`config.mk`:
```
export PLATFORM = sky130hd
export DESIGN_NAME = rr_slot_arbiter
export DESIGN_NICKNAME = d
export VERILOG_FILES = /design/src/rtl/rr_slot_arbiter.sv
export SDC_FILE = /design/constraint.sdc
export NUM_CORES = 1
export LEC_CHECK = 0
export CAP_MARGIN = 10
export CORE_MARGIN = 2
export CORE_UTILIZATION = 48
export DETAILED_ROUTE_END_ITERATION = 8
export GPL_TIMING_DRIVEN = 1
export PLACE_DENSITY = 0.71
export RECOVER_POWER = 25
export SETUP_SLACK_MARGIN = 0.15
export SYNTH_ARGS = -nofsm -noshare
export SYNTH_HDL_FRONTEND = slang
export SYNTH_SLANG_ARGS = --single-unit
```
`constraint.sdc`:
```
create_clock -name clk -period 2 [get_ports clk]
set_input_delay 0.4 -clock clk [delete_from_list [all_inputs] [get_ports clk]]
set_output_delay 0.4 -clock clk [all_outputs]
set_load 0.1 [all_outputs]
```
`src/rtl/rr_slot_arbiter.sv`:
```
`default_nettype none
// ============================================================================
// Module   : rr_slot_arbiter
// Purpose  : Round-robin time-slot arbiter with a one-hot rotating pointer and
//            a bounded hold time per grant.
// Revision : 1.0 - initial release
// ============================================================================
module rr_slot_arbiter #(
  parameter int N        = 8,
  parameter int ID_W     = 3,
  parameter int MAX_HOLD = 15,
  parameter int HOLD_W   = 4
) (
  input  logic            clk,
  input  logic            rst,
  input  logic            en,
  input  logic [N-1:0]    req,
  output logic [N-1:0]    gnt,
  output logic [ID_W-1:0] gnt_id,
  output logic            busy,
  output logic            timeout
);

  localparam logic [0:0]        c_IDLE     = 1'b0;
  localparam logic [0:0]        c_OWN      = 1'b1;
  localparam logic [HOLD_W-1:0] c_HOLD_MAX = HOLD_W'(MAX_HOLD);
  localparam logic [N-1:0]      c_PTR_RST  = {1'b1, {(N-1){1'b0}}};

  logic [0:0]        r_state, w_state_nxt;
  logic [N-1:0]      r_ptr, w_ptr_nxt;
  logic [HOLD_W-1:0] r_hold, w_hold_nxt;
  logic [N-1:0]      r_gnt, w_gnt_nxt;
  logic [ID_W-1:0]   r_gnt_id, w_gnt_id_nxt;
  logic              r_timeout, w_timeout_nxt;

  logic [N-1:0]      w_mask, w_pick, w_win_oh;
  logic [ID_W-1:0]   w_win_id;
  logic              w_own_req, w_at_limit, w_start;

  // Bits 0..k (k = pointer position) are searched first, highest index wins;
  // the remaining bits above k form the wrap-around second pass.
  always_comb begin
    w_mask   = {r_ptr[N-2:0], 1'b0} - N'(1);
    w_pick   = ((req & w_mask) != '0) ? (req & w_mask) : (req & ~w_mask);
    w_win_id = '0;
    w_win_oh = '0;
    for (int i = 0; i < N; i++) begin
      if (w_pick[i]) begin
        w_win_id    = ID_W'(i);
        w_win_oh    = '0;
        w_win_oh[i] = 1'b1;
      end
    end
  end

  assign w_own_req  = req[r_gnt_id];
  assign w_at_limit = (r_hold == c_HOLD_MAX);
  assign w_start    = en && (req != '0);

  always_ff @(posedge clk or negedge rst) begin
    if (!rst) begin
      r_state   <= c_IDLE;
      r_ptr     <= c_PTR_RST;
      r_hold    <= '0;
      r_gnt     <= '0;
      r_gnt_id  <= '0;
      r_timeout <= 1'b0;
    end else begin
      r_state   <= w_state_nxt;
      r_ptr     <= w_ptr_nxt;
      r_hold    <= w_hold_nxt;
      r_gnt     <= w_gnt_nxt;
      r_gnt_id  <= w_gnt_id_nxt;
      r_timeout <= w_timeout_nxt;
    end
  end

  always_comb begin
    w_state_nxt = r_state;
    case (r_state)
      c_IDLE:  if (w_start) w_state_nxt = c_OWN;
      c_OWN:   if (!w_own_req || w_at_limit) w_state_nxt = c_IDLE;
      default: w_state_nxt = c_IDLE;
    endcase
  end

  // A voluntary drop outranks the hold limit, so the pulse needs both conditions.
  always_comb begin
    w_ptr_nxt     = r_ptr;
    w_hold_nxt    = r_hold;
    w_gnt_nxt     = r_gnt;
    w_gnt_id_nxt  = r_gnt_id;
    w_timeout_nxt = 1'b0;
    case (r_state)
      c_IDLE: begin
        if (w_start) begin
          w_gnt_nxt    = w_win_oh;
          w_gnt_id_nxt = w_win_id;
          w_hold_nxt   = HOLD_W'(1);
        end
      end
      c_OWN: begin
        if (!w_own_req || w_at_limit) begin
          w_gnt_nxt     = '0;
          w_gnt_id_nxt  = '0;
          w_hold_nxt    = '0;
          w_ptr_nxt     = {r_gnt[0], r_gnt[N-1:1]};
          w_timeout_nxt = w_own_req;
        end else begin
          w_hold_nxt = r_hold + HOLD_W'(1);
        end
      end
      default: begin
        w_gnt_nxt    = '0;
        w_gnt_id_nxt = '0;
        w_hold_nxt   = '0;
      end
    endcase
  end

  assign gnt     = r_gnt;
  assign gnt_id  = r_gnt_id;
  assign busy    = (r_state == c_OWN);
  assign timeout = r_timeout;

endmodule
`default_nettype wire

```
==> impl_metrics.ini, run 1 <==
[sta]
hold_slack_ps = 534
hold_viol = 0
fin_crit_sh = 1.08
fin_ws_ps = -161
fin_worst_skew_ps = 7.65
worst_slew_pin_slew_ps = 1280
rsz0062_at_grt = true
fin_crit_ps = 2160
tns_ps = -1040
slew_headroom = 0.148
drv_slew = 0
setup_viol = 15
max_freq_mhz = 463

[place]
portBuffers = 23
gp_congestion = 0.911
dpl-instance-area_sq_mm = 0.00218
place_ws_ps = -467
hpwl_mm = 3.52

[finish]
syn_to_final_growth_pct = 66.5
mostFrequentLayoutCell = buf_4
final_area_sq_mm = 0.00252
nFillCells = 177
multi_input_area_sq_mm = 0.00111
nNetsFinal = 241
final_cell_mix = 53 x buf_4, 21 x dfrtp_1, 12 x buf_6
layout-drive-gt1-share = 0.537
diodes = 0
regArea_sq_um = 607

[clocking]
numClockSinks = 24
cts.path.max_buffers = 2
clock_latency_ps = 310
cts-buffers-inserted = 3
cts_tree = yes
cts-root-buf = clkbuf_4
cts.clk_slew.worst_paths_ps = 140
htree_levels = 1

[power_and_ir_drop]
power_frac_seq = 0.186
powerDensity_mw_per_mm2 = 1670
p_sw_frac = 0.470
switchingPower_mw = 1.98
power.total_mw = 4.21
peakVddDrop_v = 0.00119
p_leak_nw = 1.13
combPwrFrac = 0.731
intPower_mw = 2.23
power.share.clock = 0.083

[floorplan]
die-area_sq_mm = 0.00362
core_sq_mm = 0.00303
die_x_um = 60.1
rows = 20
ios = 24
start_util = 0.500
die_y_um = 60.1

[yosys]
seq_area_frac_synth = 0.397
synth_top_family_by_area = compound AO/OA/AOI/OAI gates
synth_edf_count = 0
synthXorXnorAreaFrac = 0.00579
syn_nets = 161
synth_mux_area_frac = 0.131
synthAdderAreaFrac = 0.0165
synth_warnings = 0
syn_area_per_cell_sq_um = 10.2
syn_area_sq_mm = 0.00151
postSynthCellCount = 148
postSynth.asyncResetShare = 1.00
synth_top_flop_cell = dfrtp_1
yosys.area_share.simple = 0.206
yosys_register_bits = 24
synth_compound_area_frac = 0.214
yosysUniqueCellTypes = 48

[setup_path]
cp_slowest_cell = or3_4
critPathKind = reg -> reg
path_buf_inv = 0
cp_top_family = simple AND/OR/NAND/NOR gates
arrival_ps = 2400
cp-start-kind = flip-flop
crit_path_max_incr_delay_ps = 430
path_max_fanout = 3
cp-end-kind = flip-flop
required_ps = 2240
worstPathCellList = or3_4 -> nor3b_4 -> mux2_4 -> o31ai_2 -> a221oi_2 -> o21ai_1

[run_status]
outcome = complete, but fails checks
violations = setup timing

[flow_run]
drv_cap = 0

[global_routing]
gr-total-overflow = 0
grtUsageTotal = 0.294
grt_pass1_vias = 1607
grt_max_degree = 25
grt_pass1_wl_mm = 7.89
antenna_found_initial = 0

[detailed_routing]
drc = 0
detail-route-antenna-nets = 0
vias = 1640
viasPerCell = 6.05
drt_wl_total_mm = 5.08
drt-pass1-iter-count = 4
drt_iter0_markers = 67
wl_per_cell_um = 18.8

[min_path]
min_path_type = reg -> reg
==> power groups by stage <==
stage          logic (mW)  clock network (mW)  registers (mW)
3_5_place_dp         2.48                   0           0.779
4_1_cts              2.83               0.351           0.775
5_1_grt              3.22               0.372           0.801
6_report             3.08               0.350           0.782
2_1_floorplan        1.03                   0            1.37
3_3_place_gp         2.43                   0           0.772
==> timing repair <==
action,in CTS,in global routing
resized for setup,43,12
hold buffers,0,0
setup endpoints to repair,22,22
pin swaps,14,16
endpoints found under the hold margin,0,0
buffers inserted,8,6
gates cloned,1,0
==> cells in the mapped netlist (all sizes together), types with 4 or more instances <==
library cell	count	area [sq um]
mux2i	4	40.0
nand2	9	33.8
buf	5	33.8
a21oi	7	35.0
nand3	5	25.0
mux2	10	113
nor2b	6	37.5
and3	5	36.3
nor2	6	22.5
dfrtp	24	601
nand2b	4	25.0
o21ai	12	60.1
==> state kept, by name (all words and copies together), names as in the netlist <==
signal   count
busy         1
gnt          8
gnt_id       3
r_hold       4
r_ptr        7
timeout      1
==> per-stage QoR <==
step | cells | util
6_report | 271 | 0.832
5_1_grt | 271 | 0.832
4_1_cts | 265 | 0.802
3_5_place_dp | 252 | 0.721
3_3_place_gp | 252 | 0.721
2_1_floorplan | 148 | -
==> metal layers <==
metal  wire length [um]  vias to the layer above  part of all wire  global-route usage
met5                  0                        -                 0                   0
met2               2560                       87              0.50               0.470
met3                338                       14             0.067              0.0541
met4                 89                        0             0.018              0.0857
met1               2100                      800              0.41               0.405
li1                   -                      739                 -                   -
==> logic make-up after synthesis <==
| group | after synthesis |
|---|---|
| mux | 16 |
| simple gates | 53 |
| compound gates | 44 |
| buf+inv | 8 |
| fa+ha+maj | 2 |
| xor+xnor | 1 |
| flops | 24 |
==> worst paths after layout <==
path | startpoint | end | slack (ps) | cells after the start
min | r_hold[0] | r_hold[0] | 530 | 1
min in group asynchronous | rst | r_ptr[2] | 870 | 2
max in group asynchronous | rst | gnt_id[2] | 230 | 2
max | r_ptr[4] | gnt_id[0] | -160 | 6
max reg2reg | r_ptr[4] | gnt_id[0] | -160 | 6
min reg2reg | r_hold[0] | r_hold[0] | 530 | 1
==> cell type report <==
class                      instances  share of cell area
clock inverter                     1              0.0119
sequential                        24               0.241
timing repair buffer              79               0.273
clock buffer                       3             0.00894
multi-input combinational        117               0.439
inverter                           3             0.00447
tap                               44              0.0219
Power figures use the tool's default switching activity.
==> inputs of run 2 (changes only) <==
- PLACE_DENSITY: 0.71 -> 0.72
==> run 2 against run 1 <==
  * The flow still finishes with violations (setup timing)
  * Largest cell class unchanged
  * Clock power is 5% higher
  * Utilization is 2.3 points higher
  * Combinational power rose by 3%
==> impl_metrics.ini, run 2 (synthesis results as in run 1) <==
[run_status]
outcome = complete, but fails checks
violations = setup timing

[detailed_routing]
drt_iter0_markers = 136
drc = 0
drt-pass1-iter-count = 4
viasPerCell = 5.88
detail-route-antenna-nets = 0
wl_per_cell_um = 19.2
drt_wl_total_mm = 5.28
vias = 1618

[sta]
setup_viol = 12
fin_worst_skew_ps = 3.45
drv_slew = 0
fin_crit_sh = 1.09
max_freq_mhz = 458
hold_viol = 0
slew_headroom = 0.116
rsz0062_at_grt = true
fin_ws_ps = -184
fin_crit_ps = 2180
worst_slew_pin_slew_ps = 1330
tns_ps = -1330

[global_routing]
grt_pass1_wl_mm = 7.93
grtUsageTotal = 0.306
gr-total-overflow = 0
antenna_found_initial = 0
grt_pass1_vias = 1588
grt_max_degree = 25
use_met1 = 0.383
use_met3 = 0.0411
grt_busiest_layer = met2
grtUsageMet2 = 0.516

[clocking]
cts_tree = yes
cts-buffers-inserted = 3
htree_levels = 1
cts.clk_slew.worst_paths_ps = 140
clock_latency_ps = 330
numClockSinks = 24
cts.path.max_buffers = 2
cts-root-buf = clkbuf_4

[floorplan]
start_util = 0.500
rows = 20
die-area_sq_mm = 0.00362
die_y_um = 60.1
core_sq_mm = 0.00303
ios = 24
die_x_um = 60.1

[place]
dpl-instance-area_sq_mm = 0.00222
gp_congestion = 0.991
hpwl_mm = 3.61
portBuffers = 23
place_ws_ps = -489

[setup_path]
cp_top_family = simple AND/OR/NAND/NOR gates
path_buf_inv = 2
crit_path_max_incr_delay_ps = 420
path_max_fanout = 7
cp-start-kind = flip-flop
cp-end-kind = flip-flop
arrival_ps = 2440
cp_slowest_cell = or3_4
required_ps = 2250
critPathKind = reg -> reg
worstPathCellList = or3_4 -> nor3b_4 -> mux2i_1 -> buf_4 -> buf_6 -> nand4_1 -> o31ai_1

[flow_run]
drv_cap = 0

[finish]
nNetsFinal = 245
layout-drive-gt1-share = 0.558
multi_input_area_sq_mm = 0.00115
diodes = 0
final_area_sq_mm = 0.00259
largest_reg_flops = 8
nFillCells = 162
final_util = 0.855
regArea_sq_um = 607
syn_to_final_growth_pct = 71.1
mostFrequentLayoutCell = buf_4
final_cell_mix = 60 x buf_4, 21 x dfrtp_1, 11 x buf_6

[power_and_ir_drop]
peakVddDrop_v = 0.00123
power.total_mw = 4.32
powerDensity_mw_per_mm2 = 1670
p_leak_nw = 1.16

[min_path]
min_path_type = reg -> reg
-- run 2: cell count changes in the layout (fill, tap and decap cells not counted), moves of 2 or more --
cell     delta
nor2_4      +3
nor2_1      -2
nand2_4     +2
nand2_2     -2
buf_4       +7
-- run 2: routing by layer --
| layer | up-vias | part of all wire |
|---|---|---|
| li1 | 742 | - |
| met1 | 797 | 0.40 |
| met2 | 64 | 0.52 |
| met3 | 15 | 0.057 |
| met4 | 0 | 0.027 |
| met5 | - | 0 |
-- run 2: what timing repair did --
action / CTS / global route
pin swaps: 18 / 12
hold endpoints to repair: 0 / 0
resized for setup: 44 / 20
setup buffers: 9 / 4
hold buffers: 0 / 0
setup endpoints to repair: 21 / 24
-- run 2: tightest hold or removal path: stages (launching register included) --
cell	delay (ps)
dfrtp_1	390
nand2_1	60
o31ai_1	50
-- run 2: through the flow --
stage,instances,hold WS (ps)
CTS,271,420
finish,275,533
detailed placement,258,490
global route,275,576
floorplan,148,104
global placement,258,501
-- run 2: report_power, final --
group          leakage, nW  internal (mW)  total, mW  switching [mW]
logic                0.816           1.43       3.18            1.75
registers            0.316          0.635      0.780           0.145
clock network       0.0279          0.203      0.367           0.164
total                 1.16           2.27       4.32            2.05
-- run 2: final cells by class --
| class | count | area share |
|---|---|---|
| multi-input cells | 116 | 0.446 |
| repair buffers | 84 | 0.274 |
| flip-flops and latches | 24 | 0.235 |
| well taps | 44 | 0.0213 |
| clock inverters | 1 | 0.0116 |
| clock buffers | 3 | 0.00870 |
| inverters | 3 | 0.00435 |
-- run 2: final timing paths --
path,startpoint,endpoint,slack (ps),cells past startpoint
min reg2reg,gnt[4],gnt[4],530,2
max reg2reg,r_ptr[4],gnt[4],-180,7
min,gnt[4],gnt[4],530,2
min in group asynchronous,rst,r_ptr[2],870,2
max,r_ptr[4],gnt[4],-180,7
max in group asynchronous,rst,gnt_id[2],190,2
